## config.mk

```make
export PLATFORM = sky130hd
export DESIGN_NAME = lcd_scanout
export DESIGN_NICKNAME = d
export VERILOG_FILES = /design/src/rtl/lcd_scanout.sv
export SDC_FILE = /design/constraint.sdc
export NUM_CORES = 1
export LEC_CHECK = 0
export ABC_AREA = 1
export CORE_MARGIN = 3
export CORE_UTILIZATION = 51
export DETAILED_ROUTE_END_ITERATION = 6
export PLACE_DENSITY_LB_ADDON = 0.05
export SYNTH_ARGS = -nofsm -noshare
export SYNTH_HDL_FRONTEND = slang
export SYNTH_SLANG_ARGS = --single-unit
export TNS_END_PERCENT = 1
```

## constraint.sdc

```tcl
create_clock -name clk -period 1.95 [get_ports clk]
set_clock_uncertainty 0.1 [all_clocks]
set_input_delay 0.2925 -clock clk [delete_from_list [all_inputs] [get_ports clk]]
set_output_delay 0.2925 -clock clk [all_outputs]
set_load 0.005 [all_outputs]
```

## src/rtl/lcd_scanout.sv

```systemverilog
// Pixel-clock LCD scan-out: raster timing generator plus RGB565 stream pop and RGB888 expansion.
// Every panel output is registered one clock after the counter position that produced it.
module lcd_scanout #(
    parameter int unsigned H_ACTIVE = 800,
    parameter int unsigned H_FP     = 40,
    parameter int unsigned H_SYNC   = 48,
    parameter int unsigned H_BP     = 88,
    parameter int unsigned V_ACTIVE = 480,
    parameter int unsigned V_FP     = 13,
    parameter int unsigned V_SYNC   = 3,
    parameter int unsigned V_BP     = 32,
    parameter bit          SYNC_POL = 1'b0,
    parameter logic [23:0] UF_COLOR = 24'h0
) (
    input  logic        clk,
    input  logic        rst_n,
    input  logic        enable,
    input  logic        asi_in0_valid,
    input  logic [15:0] asi_in0_data,
    output logic        asi_in0_ready,
    output logic [23:0] lcd_rgb,
    output logic        lcd_hsync,
    output logic        lcd_vsync,
    output logic        lcd_de,
    output logic        frame_done,
    output logic        underflow,
    output logic [15:0] underflow_count,
    input  logic        clr_underflow
);

    localparam int unsigned H_TOTAL = H_ACTIVE + H_FP + H_SYNC + H_BP;
    localparam int unsigned V_TOTAL = V_ACTIVE + V_FP + V_SYNC + V_BP;
    // One spare bit so the sync end bound still fits when the back porch is zero.
    localparam int unsigned HW = $clog2(H_TOTAL + 1);
    localparam int unsigned VW = $clog2(V_TOTAL + 1);

    localparam logic [HW-1:0] H_LAST = HW'(H_TOTAL - 1);
    localparam logic [HW-1:0] H_ACT  = HW'(H_ACTIVE);
    localparam logic [HW-1:0] H_HS0  = HW'(H_ACTIVE + H_FP);
    localparam logic [HW-1:0] H_HS1  = HW'(H_ACTIVE + H_FP + H_SYNC);
    localparam logic [VW-1:0] V_LAST = VW'(V_TOTAL - 1);
    localparam logic [VW-1:0] V_ACT  = VW'(V_ACTIVE);
    localparam logic [VW-1:0] V_VS0  = VW'(V_ACTIVE + V_FP);
    localparam logic [VW-1:0] V_VS1  = VW'(V_ACTIVE + V_FP + V_SYNC);

    typedef enum logic [1:0] {
        S_OFF  = 2'd0,
        S_RUN  = 2'd1,
        S_STOP = 2'd2
    } state_t;

    state_t        state_q, state_d;
    logic [HW-1:0] h_q, h_d;
    logic [VW-1:0] v_q, v_d;
    logic [23:0]   rgb_q, rgb_d;
    logic          de_q, de_d;
    logic          hs_q, hs_d;
    logic          vs_q, vs_d;
    logic          fd_q, fd_d;
    logic          uf_q, uf_d;
    logic [15:0]   ufc_q, ufc_d;

    logic running, frame_end, active, hs_act, vs_act, uf_now;
    logic [23:0] px888;

    assign running   = (state_q != S_OFF);
    assign frame_end = running && (h_q == H_LAST) && (v_q == V_LAST);
    assign active    = running && (h_q < H_ACT) && (v_q < V_ACT);
    assign hs_act    = running && (h_q >= H_HS0) && (h_q < H_HS1);
    assign vs_act    = running && (v_q >= V_VS0) && (v_q < V_VS1);
    assign uf_now    = active && !asi_in0_valid;

    // Ready depends only on registered position, never on valid.
    assign asi_in0_ready = active;

    // Bit replication keeps full-scale 5/6-bit values mapping to 8'hFF.
    assign px888 = {asi_in0_data[15:11], asi_in0_data[15:13],
                    asi_in0_data[10:5],  asi_in0_data[10:9],
                    asi_in0_data[4:0],   asi_in0_data[4:2]};

    // Mode FSM and raster counters; STOP keeps scanning so a frame is never cut short.
    always_comb begin
        state_d = state_q;
        h_d     = h_q;
        v_d     = v_q;
        case (state_q)
            S_OFF:   if (enable) state_d = S_RUN;
            S_RUN:   if (!enable) state_d = S_STOP;
            S_STOP:  if (frame_end) state_d = enable ? S_RUN : S_OFF;
            default: state_d = S_OFF;
        endcase
        if (running) begin
            if (h_q == H_LAST) begin
                h_d = '0;
                v_d = (v_q == V_LAST) ? '0 : v_q + 1'b1;
            end else begin
                h_d = h_q + 1'b1;
            end
        end
    end

    always_comb begin
        de_d = active;
        hs_d = hs_act ? SYNC_POL : ~SYNC_POL;
        vs_d = vs_act ? SYNC_POL : ~SYNC_POL;
        fd_d = frame_end;
        if (!active) begin
            rgb_d = '0;
        end else if (asi_in0_valid) begin
            rgb_d = px888;
        end else begin
            rgb_d = UF_COLOR;
        end
    end

    // A clear in the same clock as a fresh underflow leaves exactly that one recorded.
    always_comb begin
        uf_d  = uf_q;
        ufc_d = ufc_q;
        if (clr_underflow) begin
            uf_d  = uf_now;
            ufc_d = uf_now ? 16'd1 : 16'd0;
        end else if (uf_now) begin
            uf_d = 1'b1;
            if (ufc_q != 16'hFFFF) ufc_d = ufc_q + 16'd1;
        end
    end

    always_ff @(posedge clk or negedge rst_n) begin
        if (!rst_n) begin
            state_q <= S_OFF;
            h_q     <= '0;
            v_q     <= '0;
            rgb_q   <= '0;
            de_q    <= 1'b0;
            hs_q    <= ~SYNC_POL;
            vs_q    <= ~SYNC_POL;
            fd_q    <= 1'b0;
            uf_q    <= 1'b0;
            ufc_q   <= '0;
        end else begin
            state_q <= state_d;
            h_q     <= h_d;
            v_q     <= v_d;
            rgb_q   <= rgb_d;
            de_q    <= de_d;
            hs_q    <= hs_d;
            vs_q    <= vs_d;
            fd_q    <= fd_d;
            uf_q    <= uf_d;
            ufc_q   <= ufc_d;
        end
    end

    assign lcd_rgb         = rgb_q;
    assign lcd_de          = de_q;
    assign lcd_hsync       = hs_q;
    assign lcd_vsync       = vs_q;
    assign frame_done      = fd_q;
    assign underflow       = uf_q;
    assign underflow_count = ufc_q;

endmodule

```

==> qor.log <==
[yosys] share of flip-flops with an asynchronous set or reset 1.00
[final_layout] final non-filler cell total 570
[yosys] fraction of the yosys area taken by sequential cells 0.461
[yosys] number of distinct library cell variants in the gate-level netlist after synthesis 35
[drt] drt first-iter violations 182
[worst_hold_path] path class of the lowest-slack min-delay path in -> async
[floorplan] initial core utilization 0.533
[clocking] deepest level of the CTS H-tree 3
[power_and_ir_drop] power per cell area 674 nW/um^2
[clocking] clock-pin slew of the registers on the worst-case setup and hold paths 80 ps
[floorplan] Die Y 85.3 um
[grt] pin count of the biggest net entering global routing 60
[sta] Slew headroom 0.692
[power_and_ir_drop] leakage power 1.97 nW
[grt] met1 Resource Use GR 0.285
[drt] routed wire length 7500 um
[final_layout] number of filler cells placed in the layout 494
[sta] final period utilization 0.922
[final_layout] fraction of final layout cells with drive strength greater than 1 0.125
[placed_design] placed cell count 552
[critical_path] critical path endpoint category output pin
[grt] overall fraction of global-route tracks in use 0.220
[final_layout] Area growth syn-to-layout 32.2%
[final_layout] Antenna diodes 0
[yosys] Synth Area per Inst 7.79 um^2
[grt] total congestion overflow 0
[grt] met3 usage in global routing 0.0641
[critical_path] Reg2Reg Capture Point state_q[1]
[critical_path] CP endpoint asi_in0_ready
[grt] wire length of the first global-routing pass 12900 um
[sta] max-slew violation total from the final report 0
[clocking] clock tree buffer depth 2
[sta] measured slew at the worst slew-check pin 459 ps
[final_layout] Nets 516
[grt] number of antenna violations at the first check in global routing 0
[floorplan] Chip Width 85.3 um
[critical_path] slack of the worst reg-to-reg path 190 ps
[critical_path] launching element type of the critical path flip-flop
[power_and_ir_drop] total power 0.00286 W
[yosys] Gate Count Post-Synth 412
[sta] unrepaired setup endpoints after global routing false
[critical_path] r2r startpoint h_q[0]
[placed_design] GP Congestion 0.867
[critical_path] start point of the critical path h_q[7]
[floorplan] I/O pin total 67
[power_and_ir_drop] largest vdd supply drop 0.618 mV
[grt] global-route track usage on met2 0.347
[final_layout] register cell area after layout 1480 um^2
[drt] post-route DRC violation count 0
[sta] final hold vios 0
[drt] post-DR vias/cell 5.07
[placed_design] number of input and output port buffers inserted 66
[drt] Detailed Routing Iterations Pass 1 4
[sta] total negative slack 0 ps
[critical_path] required time at the endpoint of the critical path 1560 ps
[yosys] commonest register cell after synthesis sky130_fd_sc_hd__dfrtp_1
[drt] number of nets with antenna violations after detailed routing 0
[run_status] run status finished, final reports clean
[critical_path] crit path DAT 1400 ps
[critical_path] maximum fanout encountered on the critical timing path 4
[grt] GRT Max-Usage Layer met2
[clocking] clock tree from TritonCTS yes
[critical_path] Register-to-Register Path Depth 9
[final_layout] multi-input combinational cell area 1520 um^2
[placed_design] Detail Placement HPWL 5380 um
[sta] final-report setup violation count 0
[grt] number of global-route vias before repair 2822
[floorplan] die area 7280 um^2
[floorplan] area of the core 6030 um^2
[clocking] root buffer cell sky130_fd_sc_hd__clkbuf_8
[yosys] Synth Warn # 0
[clocking] TritonCTS Buffers 9
[clocking] clock latency reported for the late side of the worst-skew pair 340 ps
[yosys] nets in the synthesized netlist 438
[drt] average wire per standard cell 13.2 um
[floorplan] number of placement rows 28
[sta] minimum clock period after layout 1800 ps
[yosys] number of enable flip-flop cells after synthesis 0
[yosys] Cell Area, Synth 3210 um^2
[sta] maximum clock frequency 0.556 GHz
[job] max-cap check violation count 0
[yosys] flip-flop and latch count after synthesis 59
[clocking] clk sink count 59
[drt] detailed-route via count 2888
[critical_path] Critical Setup Path Class reg -> out
-- layout make-up --
cell class / count / share of cell area
clock inverters: 4 / 0.0230
clock buffers: 12 / 0.0342
repair buffers: 81 / 0.184
flip-flops and latches: 59 / 0.348
inverters: 33 / 0.0292
multi-input cells: 306 / 0.359
well taps: 75 / 0.0221
-- through the flow --
| step | instance area, um^2 | utilization | hold WS, ps | setup WS (ps) |
|---|---|---|---|---|
| finish | 4250 | 0.705 | 379 | 153 |
| global route | 4250 | 0.705 | 393 | 1.30 |
| floorplan | 3210 | - | -103 | 325 |
| CTS | 4240 | 0.704 | 373 | 121 |
| detailed placement | 3970 | 0.659 | 224 | 173 |
| global placement | 3970 | 0.659 | 224 | 181 |
-- worst max-delay path, cell delays in order, from the launching register on --
cell and delay [ps]:
sky130_fd_sc_hd__dfrtp_1 410, sky130_fd_sc_hd__nor2_1 90, sky130_fd_sc_hd__nand2_1 70, sky130_fd_sc_hd__nand2_2 90, sky130_fd_sc_hd__nand3_2 80, sky130_fd_sc_hd__inv_1 80
sky130_fd_sc_hd__dlygate4sd2_1 250
-- synthesized netlist by cell type (4+ instances only) --
| cell type | number | area [um^2] |
|---|---|---|
| sky130_fd_sc_hd__nand2_1 | 120 | 450 |
| sky130_fd_sc_hd__nand3_1 | 23 | 115 |
| sky130_fd_sc_hd__a21oi_1 | 8 | 40.0 |
| sky130_fd_sc_hd__ha_1 | 5 | 62.6 |
| sky130_fd_sc_hd__dfrtp_1 | 57 | 1430 |
| sky130_fd_sc_hd__buf_4 | 8 | 60.1 |
| sky130_fd_sc_hd__xor2_1 | 8 | 70.1 |
| sky130_fd_sc_hd__nor3_1 | 6 | 30.0 |
| sky130_fd_sc_hd__nor2_2 | 4 | 25.0 |
| sky130_fd_sc_hd__nand4_1 | 16 | 100 |
| sky130_fd_sc_hd__nor2_1 | 70 | 263 |
| sky130_fd_sc_hd__nand2_2 | 13 | 81.3 |
| sky130_fd_sc_hd__o21ai_0 | 4 | 20.0 |
| sky130_fd_sc_hd__o21ai_1 | 6 | 30.0 |
| sky130_fd_sc_hd__inv_1 | 32 | 120 |
-- worst min path at each step --
stage | to | depth (start not counted)
2_1_floorplan | frame_done | 0
3_3_place_gp | h_q[2] | 2
3_5_place_dp | h_q[2] | 2
4_1_cts | lcd_rgb[13] | 3
5_1_grt | lcd_rgb[6] | 3
6_report | h_q[1] | 3
-- logic make-up (layout without fill, tap and decap cells) --
group	count (synthesis)	in the layout	synth area share
compound gates	25	25	0.0448
fa+ha+maj	5	5	0.0195
simple gates	266	266	0.378
flops	59	59	0.461
buf+inv	47	130	0.0701
xor+xnor	10	10	0.0273
-- layout by cell type, fill, tap and decap left out, drive strengths merged --
cell	n
nand2	136
nor2	77
clkdlybuf4s50	64
dfrtp	57
inv	33
nand3	23
nand4	17
buf	15
clkbuf	12
o21ai	11
a21oi	8
xor2	8
nor3	6
ha	5
o21bai	3
nand3b	3
bufinv	3
nor3b	2
xnor2	2
dfstp	2
o2111ai	1
nor4	1
or2	1
o211ai	1
a31oi	1
clkinvlp	1
dlygate4sd3	1
dlygate4sd2	1
-- power breakdown --
part | leakage, nW | internal, W | total (W) | switching [W]
Combinational | 1.08 | 0.000115 | 0.000207 | 0.0000927
Clock | 0.117 | 0.000886 | 0.00139 | 0.000504
Sequential | 0.769 | 0.00125 | 0.00126 | 0.0000168
-- what timing repair did --
item | CTS | global route
buffers inserted | 1 | 0
gates resized for setup | 5 | 1
hold endpoints to repair | 57 | 0
endpoints found under the setup margin | 1 | 3
pin swaps | 0 | 0
hold buffers | 1 | 0
-- registers in the layout, indices dropped and copies added, names as in the netlist --
signal / flops
lcd_de: 1
v_q: 10
frame_done: 1
underflow_count: 16
lcd_hsync: 1
h_q: 10
state_q: 2
lcd_rgb: 16
underflow: 1
lcd_vsync: 1
-- layer usage --
| metal | vias up | routed length (um) |
|---|---|---|
| met5 | - | 0 |
| met4 | 0 | 108 |
| li1 | 1465 | - |
| met2 | 88 | 3460 |
| met3 | 11 | 574 |
| met1 | 1324 | 3360 |
No activity file was read; power rests on OpenSTA's default activity.
